$ cat config.mk
export PLATFORM = sky130hd
export DESIGN_NAME = seq_subtractor
export DESIGN_NICKNAME = d
export VERILOG_FILES = /design/src/rtl/seq_subtractor_pkg.sv /design/src/rtl/chunk_subtractor.sv /design/src/rtl/seq_subtractor.sv
export SDC_FILE = /design/constraint.sdc
export NUM_CORES = 1
export LEC_CHECK = 0
export ABC_CLOCK_PERIOD_IN_PS = 3470
export BUFFER_PORTS_ARGS = -buffer_cell sky130_fd_sc_hd__buf_4
export CAP_MARGIN = 10
export CELL_PAD_IN_SITES_DETAIL_PLACEMENT = 2
export CELL_PAD_IN_SITES_GLOBAL_PLACEMENT = 2
export CORE_ASPECT_RATIO = 1.4
export CORE_UTILIZATION = 39
export DETAILED_ROUTE_END_ITERATION = 10
export PLACE_DENSITY = 0.87
export SLEW_MARGIN = 30
export SYNTH_ARGS = -nofsm -noshare
export SYNTH_HDL_FRONTEND = slang
export SYNTH_SLANG_ARGS = --single-unit
$ cat constraint.sdc
create_clock -name clk -period 3.47 [get_ports clk]
set_clock_uncertainty 0.1 [all_clocks]
set_input_delay 0.5205 -clock clk [delete_from_list [all_inputs] [get_ports clk]]
set_output_delay 0.5205 -clock clk [all_outputs]
set_load 0.1 [all_outputs]
$ cat src/rtl/seq_subtractor_pkg.sv
// Shared types and helpers for the chunk-serial subtractor.
package seq_subtractor_pkg;

  typedef enum logic {
    IDLE = 1'b0,
    RUN  = 1'b1
  } sub_state_t;

  function automatic int unsigned nchunk(input int unsigned width, input int unsigned chunk);
    return width / chunk;
  endfunction

endpackage

$ cat src/rtl/chunk_subtractor.sv
// Combinational CHUNK-bit subtractor: ripple of full subtractors built from half subtractors.
module chunk_subtractor #(
  parameter int unsigned CHUNK = 2
) (
  input  logic [CHUNK-1:0] x,
  input  logic [CHUNK-1:0] y,
  input  logic             bin,
  output logic [CHUNK-1:0] d,
  output logic             bout
);

  logic [CHUNK:0] brw;
  logic           d1;
  logic           b1;
  logic           b2;

  // Each stage: half subtract x-y, half subtract the borrow, OR the two borrows.
  always_comb begin
    brw    = '0;
    d      = '0;
    d1     = 1'b0;
    b1     = 1'b0;
    b2     = 1'b0;
    brw[0] = bin;
    for (int unsigned i = 0; i < CHUNK; i++) begin
      d1         = x[i] ^ y[i];
      b1         = ~x[i] & y[i];
      d[i]       = d1 ^ brw[i];
      b2         = ~d1 & brw[i];
      brw[i+1]   = b1 | b2;
    end
    bout = brw[CHUNK];
  end

endmodule

$ cat src/rtl/seq_subtractor.sv
// Multi-cycle subtractor computing a - b - borrow_in, CHUNK bits per clock with a rippled borrow flop.
module seq_subtractor
  import seq_subtractor_pkg::*;
#(
  parameter int unsigned WIDTH = 8,
  parameter int unsigned CHUNK = 2
) (
  input  logic             clk,
  input  logic             rst,
  input  logic             start,
  input  logic [WIDTH-1:0] a,
  input  logic [WIDTH-1:0] b,
  input  logic             borrow_in,
  output logic             busy,
  output logic             done,
  output logic [WIDTH-1:0] dif,
  output logic             borrow,
  output logic             overflow
);

  if (WIDTH < 1 || CHUNK < 1 || CHUNK > WIDTH || (WIDTH % CHUNK) != 0) begin : g_bad_params
    $fatal(1, "seq_subtractor: illegal WIDTH/CHUNK combination");
  end

  localparam int unsigned NCHUNK = nchunk(WIDTH, CHUNK);
  localparam int unsigned CNT_W  = (NCHUNK > 1) ? $clog2(NCHUNK) : 1;

  sub_state_t       state;
  sub_state_t       state_next;
  logic [CNT_W-1:0] cnt;
  logic [WIDTH-1:0] a_sh;
  logic [WIDTH-1:0] b_sh;
  logic [WIDTH-1:0] r_sh;
  logic [WIDTH-1:0] r_next;
  logic             brw;
  logic             a_msb;
  logic             b_msb;
  logic [CHUNK-1:0] d_chunk;
  logic             bout;
  logic             last;

  chunk_subtractor #(.CHUNK(CHUNK)) u_chunk (
    .x    (a_sh[CHUNK-1:0]),
    .y    (b_sh[CHUNK-1:0]),
    .bin  (brw),
    .d    (d_chunk),
    .bout (bout)
  );

  assign last = (cnt == CNT_W'(NCHUNK - 1));
  assign busy = (state == RUN);

  // Result fills from the top so after NCHUNK shifts chunk 0 lands in the low bits.
  always_comb begin
    r_next = (r_sh >> CHUNK) | (WIDTH'(d_chunk) << (WIDTH - CHUNK));
  end

  always_ff @(posedge clk or posedge rst) begin
    if (rst) state <= IDLE;
    else     state <= state_next;
  end

  always_comb begin
    state_next = state;
    case (state)
      IDLE:    if (start) state_next = RUN;
      RUN:     if (last)  state_next = IDLE;
      default: state_next = IDLE;
    endcase
  end

  always_ff @(posedge clk or posedge rst) begin
    if (rst) begin
      cnt      <= '0;
      a_sh     <= '0;
      b_sh     <= '0;
      r_sh     <= '0;
      brw      <= 1'b0;
      a_msb    <= 1'b0;
      b_msb    <= 1'b0;
      done     <= 1'b0;
      dif      <= '0;
      borrow   <= 1'b0;
      overflow <= 1'b0;
    end else begin
      done <= 1'b0;
      if (state == IDLE) begin
        if (start) begin
          a_sh  <= a;
          b_sh  <= b;
          brw   <= borrow_in;
          a_msb <= a[WIDTH-1];
          b_msb <= b[WIDTH-1];
          cnt   <= '0;
        end
      end else begin
        a_sh <= a_sh >> CHUNK;
        b_sh <= b_sh >> CHUNK;
        r_sh <= r_next;
        brw  <= bout;
        cnt  <= cnt + 1'b1;
        if (last) begin
          dif      <= r_next;
          borrow   <= bout;
          overflow <= (a_msb ^ b_msb) & (a_msb ^ r_next[WIDTH-1]);
          done     <= 1'b1;
        end
      end
    end
  end

endmodule
# After elaboration in Yosys (flattened, before gate mapping)
# Cells that the tools add are included.
word_totals:
  elab_cells: 49
  ff_bits: 41
  mem_bits_rw: 0
  memories: 0
  rom_bits: 0
  latch_bits: 0
classes:
  eq_ne: 1
  add_sub_neg: 1
  order_cmp: 0
  n_reduce_logical: 3
  n_div: 0
  n_shift: 0
  n_mul: 0
  muxes: 13
  bitwise: 19
op_table:
  columns: ["cell", "n"]
  rows:
  - ["8-bit two-way mux", 4]
  - ["6-bit by 8-bit OR with 8-bit output", 1]
  - ["1-bit two-way mux", 6]
  - ["1-bit XOR", 6]
  - ["1-bit bitwise AND", 5]
  - ["1-bit NOT", 5]
  - ["2-bit two-way mux", 2]
  - ["2-bit AND reduction", 2]
  - ["2-bit by 1-bit adder with 2-bit output (second input constant)", 1]
  - ["2-bit equality test (second input constant)", 1]
  - ["1-bit OR", 2]
  - ["1-bit case mux with 2 select lines", 1]
  - ["2-bit nonzero test", 1]

# Logic depth before layout (Yosys ltp)
depth:
  word_depth: 8
  mapped_depth: 6
  mapped_depth_nobuf: 6

# By module
# A second synthesis with hierarchy kept.
hier_totals:
  hier_cells: 133
  area_unflattened_um2: 1737.9
modules_own_cells:
  columns: ["module", "seq_area_each_um2", "area_per_inst_um2", "instances", "cells_per_inst"]
  rows:
  - ["seq_subtractor", 975.9, 1679.1, 1, 126]
  - ["chunk_subtractor", 0.0, 58.8, 1, 7]

# Least setup slack after synthesis
# Ideal clock, no wire load.
synth_path:
  path_kind: "flip-flop to flip-flop"
  start: "register a_sh[0]"
  end: "register overflow"
  setup_time_ps: 83
  path_stages_with_launch: 7
  required_ps: 3287
  arrival_ps: 1861
  path_slack_ps: 1427
  path_cell_list: "dfrtp_1 -> inv_1 -> fa_1 -> inv_1 -> fa_1 -> or3b_2 -> a31oi_1"
synth_via:
  elab_chain_len: 8
synth_rtl:
  columns: ["item", "line", "rtl"]
  rows:
  - ["start: declaration", "seq_subtractor.sv:31", "logic [WIDTH-1:0] a_sh;"]
  - ["start signal: assignment", "seq_subtractor.sv:97", "a_sh <= a_sh >> CHUNK;"]
  - ["1-bit XOR", "chunk_subtractor.sv:26", "d1 = x[i] ^ y[i];"]
  - ["1-bit NOT", "chunk_subtractor.sv:29", "b2 = ~d1 & brw[i];"]
  - ["1-bit bitwise AND", "chunk_subtractor.sv:29", null]
  - ["1-bit OR *", "chunk_subtractor.sv:30", "brw[i+1] = b1 | b2;"]
  - ["1-bit XOR *", "chunk_subtractor.sv:28", "d[i] = d1 ^ brw[i];"]
  - ["named net d_chunk[1]", "seq_subtractor.sv:38", "logic [CHUNK-1:0] d_chunk;"]
  - ["6-bit by 8-bit OR with 8-bit output *", "seq_subtractor.sv:55", "r_next = (r_sh >> CHUNK) | (WIDTH'(d_chunk) << (WIDTH - CHUNK));"]
  - ["1-bit XOR *", "seq_subtractor.sv:105", "overflow <= (a_msb ^ b_msb) & (a_msb ^ r_next[WIDTH-1]);"]
  - ["1-bit bitwise AND *", "seq_subtractor.sv:105", null]
  - ["end signal: assignment", "seq_subtractor.sv:105", null]
  - ["end: declaration", "seq_subtractor.sv:18", "output logic overflow"]
# Mark *: on every way through the listed nets, which the timed path passes. The rest lies on a longest branch.
# A chain may end at the register's enable or synchronous reset.

# Worst setup path in the final report
# Ends and elaborated chain as after synthesis.

==> run metrics <==
largest net degree at the start of global routing=40; H-tree levels=2; # clock sinks=39; synthesized instance count=130; largest family of logic cells by synthesized area=multiplexers; Async S/R FF share, synth=1.00; status=finished with violations; core area=4020 um2; GR Overflow Total=0; CP max-delay cell=or3b_2; die area=4530 um2; TritonCTS clock tree=done; CP Cell Sequence=inv_1, fa_1, inv_1, fa_1, or3b_2, a31oi_1; Post-synth top cells=39 x dfrtp_1, 22 x mux2i_1, 12 x nand2_1; CP max stage delay=470 ps; total track usage=0.192; IO Port Bufs=31; Avg Cell Area, Syn=~13 um2; period utilization=0.642; DRT antenna net count=0; Slew headroom=0.628; gpl congestion=approximately 0.7; number of buffers created by CTS=5; xor-xnor portion of the synthesized cell area=0; global-route wire length before repair=6.26 mm; CP Data Arrival Time=2350 ps; final WL=approximately 3.7 mm; Synthesized Nets=around 150; synth top area cells=dfrtp_1 59%, mux2i_1 13%, mux2_1 4.7%, mux2_2 4.7%, o21ai_0 3.3%; vias per cell=between 5 and 6; postcts setup bufs=0; post-synthesis adder-cell area fraction=0.0316; DIE WIDTH=57.2 um; Antenna diodes=0; Worst-path clk slew=~80 ps; initial drt markers=33; Synth top area share=0.587; Vias=1091; RSZ-0062 raised after global routing=false; drc violations=12; critical path capture point type=flop; violated checks=DRC; layout cells sized above 1=0.305; Synth cell types=24; Netlist Area Pre-Place=around 1700 um2; HP Class=in2async; post_cts resized=0; area leader, netlist=dfrtp_1; MaxCap Viol Count=0; critical path peak fanout=4; Compound-Gate Fraction of Synth Area=0.0482; initial core utilization=0.414; Top Ports=32; multiplexer share of the synthesized area=0.227; Fmax=around 0.45 GHz; DR pass1 iterations=7; setup violation total in the final timing report=0; ys flop type=dfrtp_1; Final Max Tran Viols=0; simple-gate share of the synthesized area=0.0617; Setup Total Neg Slack=0 ps; # rows=27; fill cell count=roughly 420; Min Clock Period, post-route=approximately 2200 ps; Hold Vio Cnt, Final=0; DR WL/cell=~18 um; Post-synth EDFFs=0; initial antenna violation count=0; Worst Max-Slew Pin Slew=558 ps; Reg2Reg Depth=6; crit start category=flop; clk_lat worst skew=300 ps; synthesis-stage register bit count=39; Critical Path RT=around 3600 ps; DP HPWL=2.68 mm; sequential share of the synthesized area=0.587; root buf cell=clkbuf_8; Area growth syn-to-layout=20.8%; DIE HEIGHT=79.3 um; most common cell in the netlist=dfrtp_1; vias in the first global route=1287; final-stage net count=187; Ys Warns=0; # hold bufs at CTS=0; Bufs on Longest Clock Path=2; Setup CP Type=reg2reg
-- metrics by stage --
step	worst slack [ps]	hold WS, ps	instance area (um2)	utilization	cells
2_1_floorplan	1430	349	1660	-	130
3_3_place_gp	1370	364	1920	0.478	200
3_5_place_dp	1260	373	1920	0.478	200
4_1_cts	1210	257	2010	0.500	207
5_1_grt	1170	279	2010	0.500	207
6_report	1240	241	2010	0.500	207
-- sequential cells by signal (all words and copies together) (netlist names), 2 cells and up --
| name | count |
|---|---|
| r_sh | 6 |
| a_sh | 8 |
| dif | 8 |
| b_sh | 8 |
| cnt | 2 |
-- layout by cell type, fill, tap and decap left out, drive strengths merged --
master	count
dfrtp	39
nand2b	1
ha	1
nand2	13
mux2i	22
a22o	1
fa	2
clkbuf	6
nor2b	1
o21ai	12
a21oi	1
buf	33
nor2	6
inv	8
or3b	1
mux2	14
clkinv	1
nand3b	1
a31oi	1
-- final cells by class --
| class | instances | area (um2) | area share |
|---|---|---|---|
| flip-flops and latches | 39 | 976 | 0.486 |
| multi-input cells | 77 | 613 | 0.305 |
| repair buffers | 33 | 248 | 0.123 |
| clock buffers | 6 | 82.6 | 0.0411 |
| well taps | 43 | 53.8 | 0.0268 |
| inverters | 8 | 30.0 | 0.0150 |
| clock inverters | 1 | 5.00 | 0.00249 |
-- worst paths after layout --
kind / start / endpoint / slack (ps)
worst min register to register: b_sh[3] / b_sh[1] / 380
min in group clk: a[6] / a_sh[6] / 370
max in group asynchronous: rst / cnt[0] / 2670
worst min-delay path: rst / a_sh[0] / 240
worst max register to register: a_sh[0] / overflow / 1240
worst max-delay path: a_sh[0] / overflow / 1240
-- routing by layer --
layer,vias to the layer above,GRT usage,routed length [um]
met1,553,0.195,1370
met3,7,0.0505,158
li1,503,-,-
met5,-,0,0
met4,0,0.0732,74
met2,28,0.366,2100
-- cell families after synthesis --
family	count (synthesis)
DFF	39
muxes	36
and+or+nand+nor	23
AOI/OAI and AO/OA	15
buffers and inverters	14
adders and majority gates	3
-- critical path: cells and delay by family, from the launching register on --
kind / cells / cell delay (ps)
AO/OA/AOI/OAI: 1 / 200
adder cells (fa/ha/maj): 2 / 870
buffers and inverters: 2 / 150
flip-flops: 1 / 370
AND/OR/NAND/NOR: 1 / 470
Power is not shown: default switching activity piles up to over one toggle a cycle in this logic, so the estimate is an artifact.
